==> src/rtl/gen_fifo_async_rd_prefetch.sv <==
// Async FIFO read-side prefetch stage: credit-based pop, 2-entry skid, registered stream.
// Optional synchronous flush input under GEN_AFIFO_RD_PREFETCH_FLUSH_EN.
module gen_fifo_async_rd_prefetch #(
  parameter int DATA_WIDTH = 32
) (
  input  logic                  rclk,
  input  logic                  rreset,
  input  logic                  far_empty,
  input  logic                  far_dout_v,
  input  logic [DATA_WIDTH-1:0] ram_rdata,
`ifdef GEN_AFIFO_RD_PREFETCH_FLUSH_EN
  input  logic                  flush,
`endif
  output logic                  pop,
  output logic                  m_valid,
  output logic [DATA_WIDTH-1:0] m_data,
  input  logic                  m_ready,
  output logic [1:0]            buf_level
);

  logic [DATA_WIDTH-1:0] r_head;
  logic [DATA_WIDTH-1:0] r_nxt;
  logic [1:0]            r_occ;
  logic                  r_valid;

  logic                  w_flush;
  logic                  w_drain;
  logic [2:0]            w_sum;
  logic [1:0]            w_occ_nxt;
  logic                  w_to_head;
  logic                  w_shift;

`ifdef GEN_AFIFO_RD_PREFETCH_FLUSH_EN
  assign w_flush = flush;
`else
  assign w_flush = 1'b0;
`endif

  assign w_drain   = r_valid & m_ready;

  // drain implies occ >= 1, so this never underflows
  assign w_sum     = {1'b0, r_occ}
                   + {2'b00, far_dout_v}
                   - {2'b00, w_drain};
  assign w_occ_nxt = w_sum[1:0];

  assign pop = ~rreset & ~far_empty & ~w_flush
             & (w_sum < 3'd2);

  assign w_to_head = (r_occ == 2'd0)
                   | ((r_occ == 2'd1) & w_drain);
  assign w_shift   = w_drain & (r_occ == 2'd2);

  always_ff @(posedge rclk or posedge rreset) begin
    if (rreset) begin
      r_occ   <= 2'd0;
      r_valid <= 1'b0;
    end else if (w_flush) begin
      r_occ   <= 2'd0;
      r_valid <= 1'b0;
    end else begin
      r_occ   <= w_occ_nxt;
      r_valid <= (w_occ_nxt != 2'd0);
    end
  end

  always_ff @(posedge rclk or posedge rreset) begin
    if (rreset) begin
      r_head <= '0;
      r_nxt  <= '0;
    end else if (!w_flush) begin
      if (w_shift) begin
        r_head <= r_nxt;
        if (far_dout_v)
          r_nxt <= ram_rdata;
      end else if (far_dout_v) begin
        if (w_to_head)
          r_head <= ram_rdata;
        else
          r_nxt  <= ram_rdata;
      end
    end
  end

  assign m_valid   = r_valid;
  assign m_data    = r_head;
  assign buf_level = r_occ;

  // a word arriving into a full, stalled buffer means the credit rule was broken
  a_no_overflow : assert property (
    @(posedge rclk) disable iff (rreset)
    !(far_dout_v && (r_occ == 2'd2) && !w_drain && !w_flush)
  ) else $fatal(1, "prefetch buffer overflow");

endmodule

==> config.mk <==
export PLATFORM = sky130hd
export DESIGN_NAME = gen_fifo_async_rd_prefetch
export DESIGN_NICKNAME = d
export VERILOG_FILES = /design/src/rtl/gen_fifo_async_rd_prefetch.sv
export SDC_FILE = /design/constraint.sdc
export NUM_CORES = 1
export LEC_CHECK = 0
export CORE_UTILIZATION = 35
export CTS_CLUSTER_SIZE = 28
export DETAILED_ROUTE_END_ITERATION = 12
export GPL_TIMING_DRIVEN = 0
export HOLD_SLACK_MARGIN = 0.12
export MAX_ROUTING_LAYER = met4
export SYNTH_ARGS = -nofsm -noshare
export SYNTH_HDL_FRONTEND = slang
export SYNTH_SLANG_ARGS = --single-unit
==> constraint.sdc <==
create_clock -name rclk -period 4.8 [get_ports rclk]
set_input_delay 0.48 -clock rclk [delete_from_list [all_inputs] [get_ports rclk]]
set_output_delay 0.48 -clock rclk [all_outputs]
set_load 0.1 [all_outputs]
# After elaboration in Yosys (flattened, before gate mapping)
# Index checks and enable logic that the tools add are counted.
[totals]
register_bits = 67
output_inout_bits = 36
inputBits = 37
[classes]
order_cmp = 1
addsub = 2
n_eq_ne = 3
reduce_logical = 6
bitwise_logic = 8
muxes = 7
[ops]
columns = ["cell", "count"]
rows = [
  ["2-to-1 mux 32 bit", 7],
  ["nonzero test 2 bit", 3],
  ["AND 1 bit", 5],
  ["AND reduction 2 bit", 2],
  ["adder 2 x 1 -> 3 bit", 1],
  ["< comparator 3 x 2 -> 1 bit, second input constant", 1],
  ["subtractor 3 x 1 -> 3 bit", 1],
  ["equality test 2 x 1 -> 1 bit, second input constant", 1],
  ["equality test 2 bit, second input constant", 1],
  ["zero test 2 bit", 1],
  ["!= test 2 x 1 -> 1 bit, second input constant", 1],
  ["NOT 1 bit", 2],
  ["bitwise OR 1 bit", 1],
]

# Logic depth before layout (Yosys ltp)
[depth]
ltp_word = 6
mapped_depth = 7

# Worst setup path after synthesis
# No wires, ideal clock.
[synth_timing]
path_kind = "reg2out"
startpoint = "reg r_valid, in the netlist m_valid"
endpoint = "out pop"
t_arrival_ns = 4.982
path_buffers = 0
path_stages_with_launch = 7
path_slack_ns = -0.662
cell_sequence = "dfrtp_1 and2_1 ha_1 inv_1 ha_1 fa_1 nor4_1"
[synth_between]
elab_chain_len = 4
[synth_lines]
columns = ["element", "line", "source"]
rows = [
  ["start, declared", "24", "logic r_valid;"],
  ["start signal, assigned", "63", "r_valid <= (w_occ_nxt != 2'd0);"],
  ["AND 1 bit", "39", "assign w_drain = r_valid & m_ready;"],
  ["subtractor 3 x 1 -> 3 bit", "44", "- {2'b00, w_drain};"],
  ["named net w_sum[1]", "28", "logic [2:0] w_sum;"],
  ["< comparator 3 x 2 -> 1 bit", "48", "& (w_sum < 3'd2);"],
  ["AND 1 bit", "48", ""],
  ["end, declared", "14", "output logic pop,"],
]
# The timed path passes the listed nets, and every way through them passes these cells.

# Worst setup path in the final report
[layout_timing]
startpoint = "in m_ready"
endpoint = "out pop"
[layout_between]
elab_chain_len = 4
[layout_lines]
columns = ["element", "line", "source"]
rows = [
  ["start, declared", "17", "input logic m_ready,"],
  ["AND 1 bit", "39", ""],
  ["subtractor 3 x 1 -> 3 bit", "44", ""],
  ["named net w_sum[1]", "28", ""],
  ["< comparator 3 x 2 -> 1 bit", "48", ""],
  ["AND 1 bit", "48", ""],
]
# The timed path passes the listed nets, and every way through them passes these cells.

==> qor.txt <==
=================================================================================================================
Area enclosed by the die boundary .................................................................. 0.00884 sq mm
Count of instances resized after the clock tree is built ...........................................            0
Placeable core area ................................................................................ 0.00822 sq mm
Leading post-synthesis cells by cell area .......................................................... dfrtp_1, mux2_2, mux2_1
Top cell type's share of synthesized area ..........................................................        56.6%
Average size of a mapped cell ......................................................................   15.7 sq um
Share of the yosys chip area belonging to registers ................................................        56.6%
Start point of the critical path ...................................................................      m_ready
CTS sink cnt .......................................................................................           67
Chip Height ........................................................................................      94.0 um
XOR/XNOR Fraction of Synth Area ....................................................................       0.295%
Number of buffers inserted during clock tree synthesis .............................................            9
Number of remaining DRC errors .....................................................................            0
Initial DRT Pass Iterations ........................................................................            4
DRC violation total after the first TritonRoute iteration ..........................................           33
Post-detailed-route via-to-cell ratio ..............................................................         4.75
Dominant combinational cell family by area after synthesis ......................................... multiplexers
Detail Route Antenna Nets ..........................................................................            0
Number of I/O pins .................................................................................           73
Nets in the synthesized netlist ....................................................................          229
Crit path DAT ......................................................................................      3.56 ns
H-tree depth .......................................................................................            3
Total Neg Setup Slack ..............................................................................         0 ns
Library cell occupying the most area in the post-synthesis netlist .................................      dfrtp_1
Highest clock rate .................................................................................      248 MHz
CTS clock-pin slew for the worst setup and hold paths ..............................................      0.06 ns
Transition time at the pin with the least slew margin ..............................................      1.01 ns
Peak fanout along the critical path ................................................................            3
Number of cells traversed by the worst register-to-register path ...................................            6
Pins over their slew limit .........................................................................            0
Setup Skew .........................................................................................   0.00859 ns
X dimension of the die .............................................................................      94.0 um
Maximum number of pins on one net before global-route repair .......................................           68
Worst path required time ...........................................................................      4.32 ns
Total routed wirelength ............................................................................      5490 um
Synthesized instance count .........................................................................          189
Final critical-path share of the clock period ......................................................        84.1%
DR WL/cell .........................................................................................      14.4 um
Wire length of the first global-routing pass .......................................................      9580 um
Number of global-route vias before repair ..........................................................        1,949
Time the final worst path needs with I/O delays and setup ..........................................      4.04 ns
Filler Cells Inserted ..............................................................................          752
Antenna cells ......................................................................................            0
Number of max-capacitance violations reported ......................................................            0
Hold Vio Cnt, Final ................................................................................            0
Unique cell type count in the Yosys netlist ........................................................           17
Buffers inserted by post-CTS timing repair .........................................................            0
Starting density of the core .......................................................................        36.1%
Compound-Gate Fraction of Synth Area ...............................................................       0.718%
Reg-to-Reg End .....................................................................................      m_valid
Worst rel slew slack ...............................................................................        32.7%
Total global-route track usage .....................................................................        14.8%
Number of antenna violations at the first check in global routing ..................................            0
Total setup violations reported at the end of the flow .............................................            0
Critical setup path kind ...........................................................................    in -> out
Clock tree from TritonCTS ..........................................................................         done
Post-Synth Simple-Gate Area ........................................................................        1.65%
Summed instance area of the synthesized netlist .................................................... 0.00296 sq mm
Area growth from synthesis to final layout .........................................................        35.9%
Vias after detailed routing ........................................................................        1,816
Category of the worst setup path launch point ......................................................   input port
Class of the tightest hold or removal check ........................................................   reg -> reg
CTS max path bufs ..................................................................................            2
Launch point of the worst reg-to-reg path ..........................................................      m_valid
Run status ......................................................................................... complete, no violations
Number of buffers added on ports ...................................................................           72
Arithmetic-cell share of the synthesized area counting full adders, half adders and majority gates .        1.52%
Critical path endpoint category ....................................................................   output pin
Clock latency on the worst-skew pair ...............................................................      0.34 ns
DP HPWL ............................................................................................      3660 um
Count of state elements after synthesis ............................................................           67
Unrepaired setup endpoints after global routing ....................................................           no
Root buffer selected by CTS ........................................................................     clkbuf_8
Quantity of hold-fixing buffers added after cts ....................................................            0
Proportion of synthesized area in mux cells ........................................................        36.5%
Number of nets in the layout .......................................................................          312
R2R setup slack ....................................................................................      2.78 ns
YS warnings ........................................................................................            0
Total overflow reported by the global router .......................................................            0
Share of final-layout standard cells stronger than drive strength 1 ................................        33.9%
Critical path capture point ........................................................................          pop
FP Rows ............................................................................................           33
Placer congestion estimate .........................................................................        0.680
=================================================================================================================
cells in the final DEF (no fill, tap or decap):
| cell type | n |
|---|---|
| a21boi_1 | 1 |
| and2_1 | 1 |
| buf_2 | 6 |
| buf_6 | 3 |
| bufinv_16 | 1 |
| clkbuf_1 | 1 |
| clkbuf_8 | 11 |
| clkdlybuf4s50_1 | 72 |
| clkinv_2 | 2 |
| clkinv_4 | 1 |
| dfrtp_1 | 67 |
| fa_1 | 1 |
| ha_1 | 2 |
| inv_1 | 4 |
| inv_4 | 1 |
| mux2_1 | 31 |
| mux2_2 | 65 |
| nand2b_1 | 1 |
| nand4b_4 | 1 |
| nor4_2 | 1 |
| o21ai_1 | 1 |
| o21ai_2 | 1 |
| or2_2 | 1 |
| xnor2_1 | 1 |
worst min path at each step:
stage	startpoint	end	slack, ns	cells after the start
final	r_nxt[3]	r_nxt[3]	0.50	1
after global routing	r_nxt[7]	r_nxt[7]	0.51	1
after CTS	r_nxt[29]	r_nxt[29]	0.50	1
after detailed placement	r_nxt[29]	r_nxt[29]	0.48	1
after global placement	r_nxt[29]	r_nxt[29]	0.47	1
after floorplan	r_nxt[29]	r_nxt[29]	0.46	1
critical path, stage by stage:
cell and delay (ns):
clkdlybuf4s50_1 0.48, and2_1 0.17, ha_1 0.26, inv_1 0.04, ha_1 0.18, fa_1 0.51, nor4_2 0.28, clkdlybuf4s50_1 1.17
metal layers:
metal	GRT usage, %	vias to the layer above	wire length (um)
met1	18.3	916	2610
li1	-	841	-
met4	6.92	0	120
met5	-	-	0
met2	22.6	48	2470
met3	4.05	11	291
kinds of logic after synthesis:
family / after synthesis
XOR/XNOR: 1
adder cells (fa/ha/maj): 3
flip-flops: 67
multiplexers: 96
AO/OA/AOI/OAI: 3
buffers and inverters: 14
AND/OR/NAND/NOR: 5
cells in the mapped netlist (all sizes together):
master   n
mux2    96
dfrtp   67
buf      9
inv      5
ha       2
o21ai    2
a21boi   1
and2     1
fa       1
nand2b   1
nand4b   1
nor4     1
or2      1
xnor2    1
stage by stage:
| step | setup WS, ns | instances | util (%) | hold slack (ns) | cell area [sq um] |
|---|---|---|---|---|---|
| 2_1_floorplan | 0.503 | 189 | - | 0.460 | 2970 |
| 3_3_place_gp | 0.769 | 366 | 46.5 | 0.474 | 3820 |
| 3_5_place_dp | 0.757 | 366 | 46.6 | 0.483 | 3820 |
| 4_1_cts | 0.755 | 382 | 49.0 | 0.499 | 4030 |
| 5_1_grt | 0.643 | 382 | 49.0 | 0.514 | 4030 |
| 6_report | 0.761 | 382 | 49.0 | 0.501 | 4030 |
area by class of cell:
cell class                      count  area [sq um]  share of cell area, %
Tap cell                          105           131                   3.26
Clock inverter                      4          48.8                   1.21
Buffer                              9          63.8                   1.58
Multi-Input combinational cell    108          1210                   30.1
Sequential cell                    67          1680                   41.6
Clock buffer                       12           155                   3.85
Timing Repair Buffer               72           721                   17.9
Inverter                            5          21.3                  0.528
state kept, by name, summed over array words and instances, names as in the netlist:
signal	cells
m_data	32
r_nxt	32
m_valid	1
buf_level	2
Power is left out: the tool's default activity adds up to more than one toggle a clock period on the data nets, which glitch-free logic cannot reach.
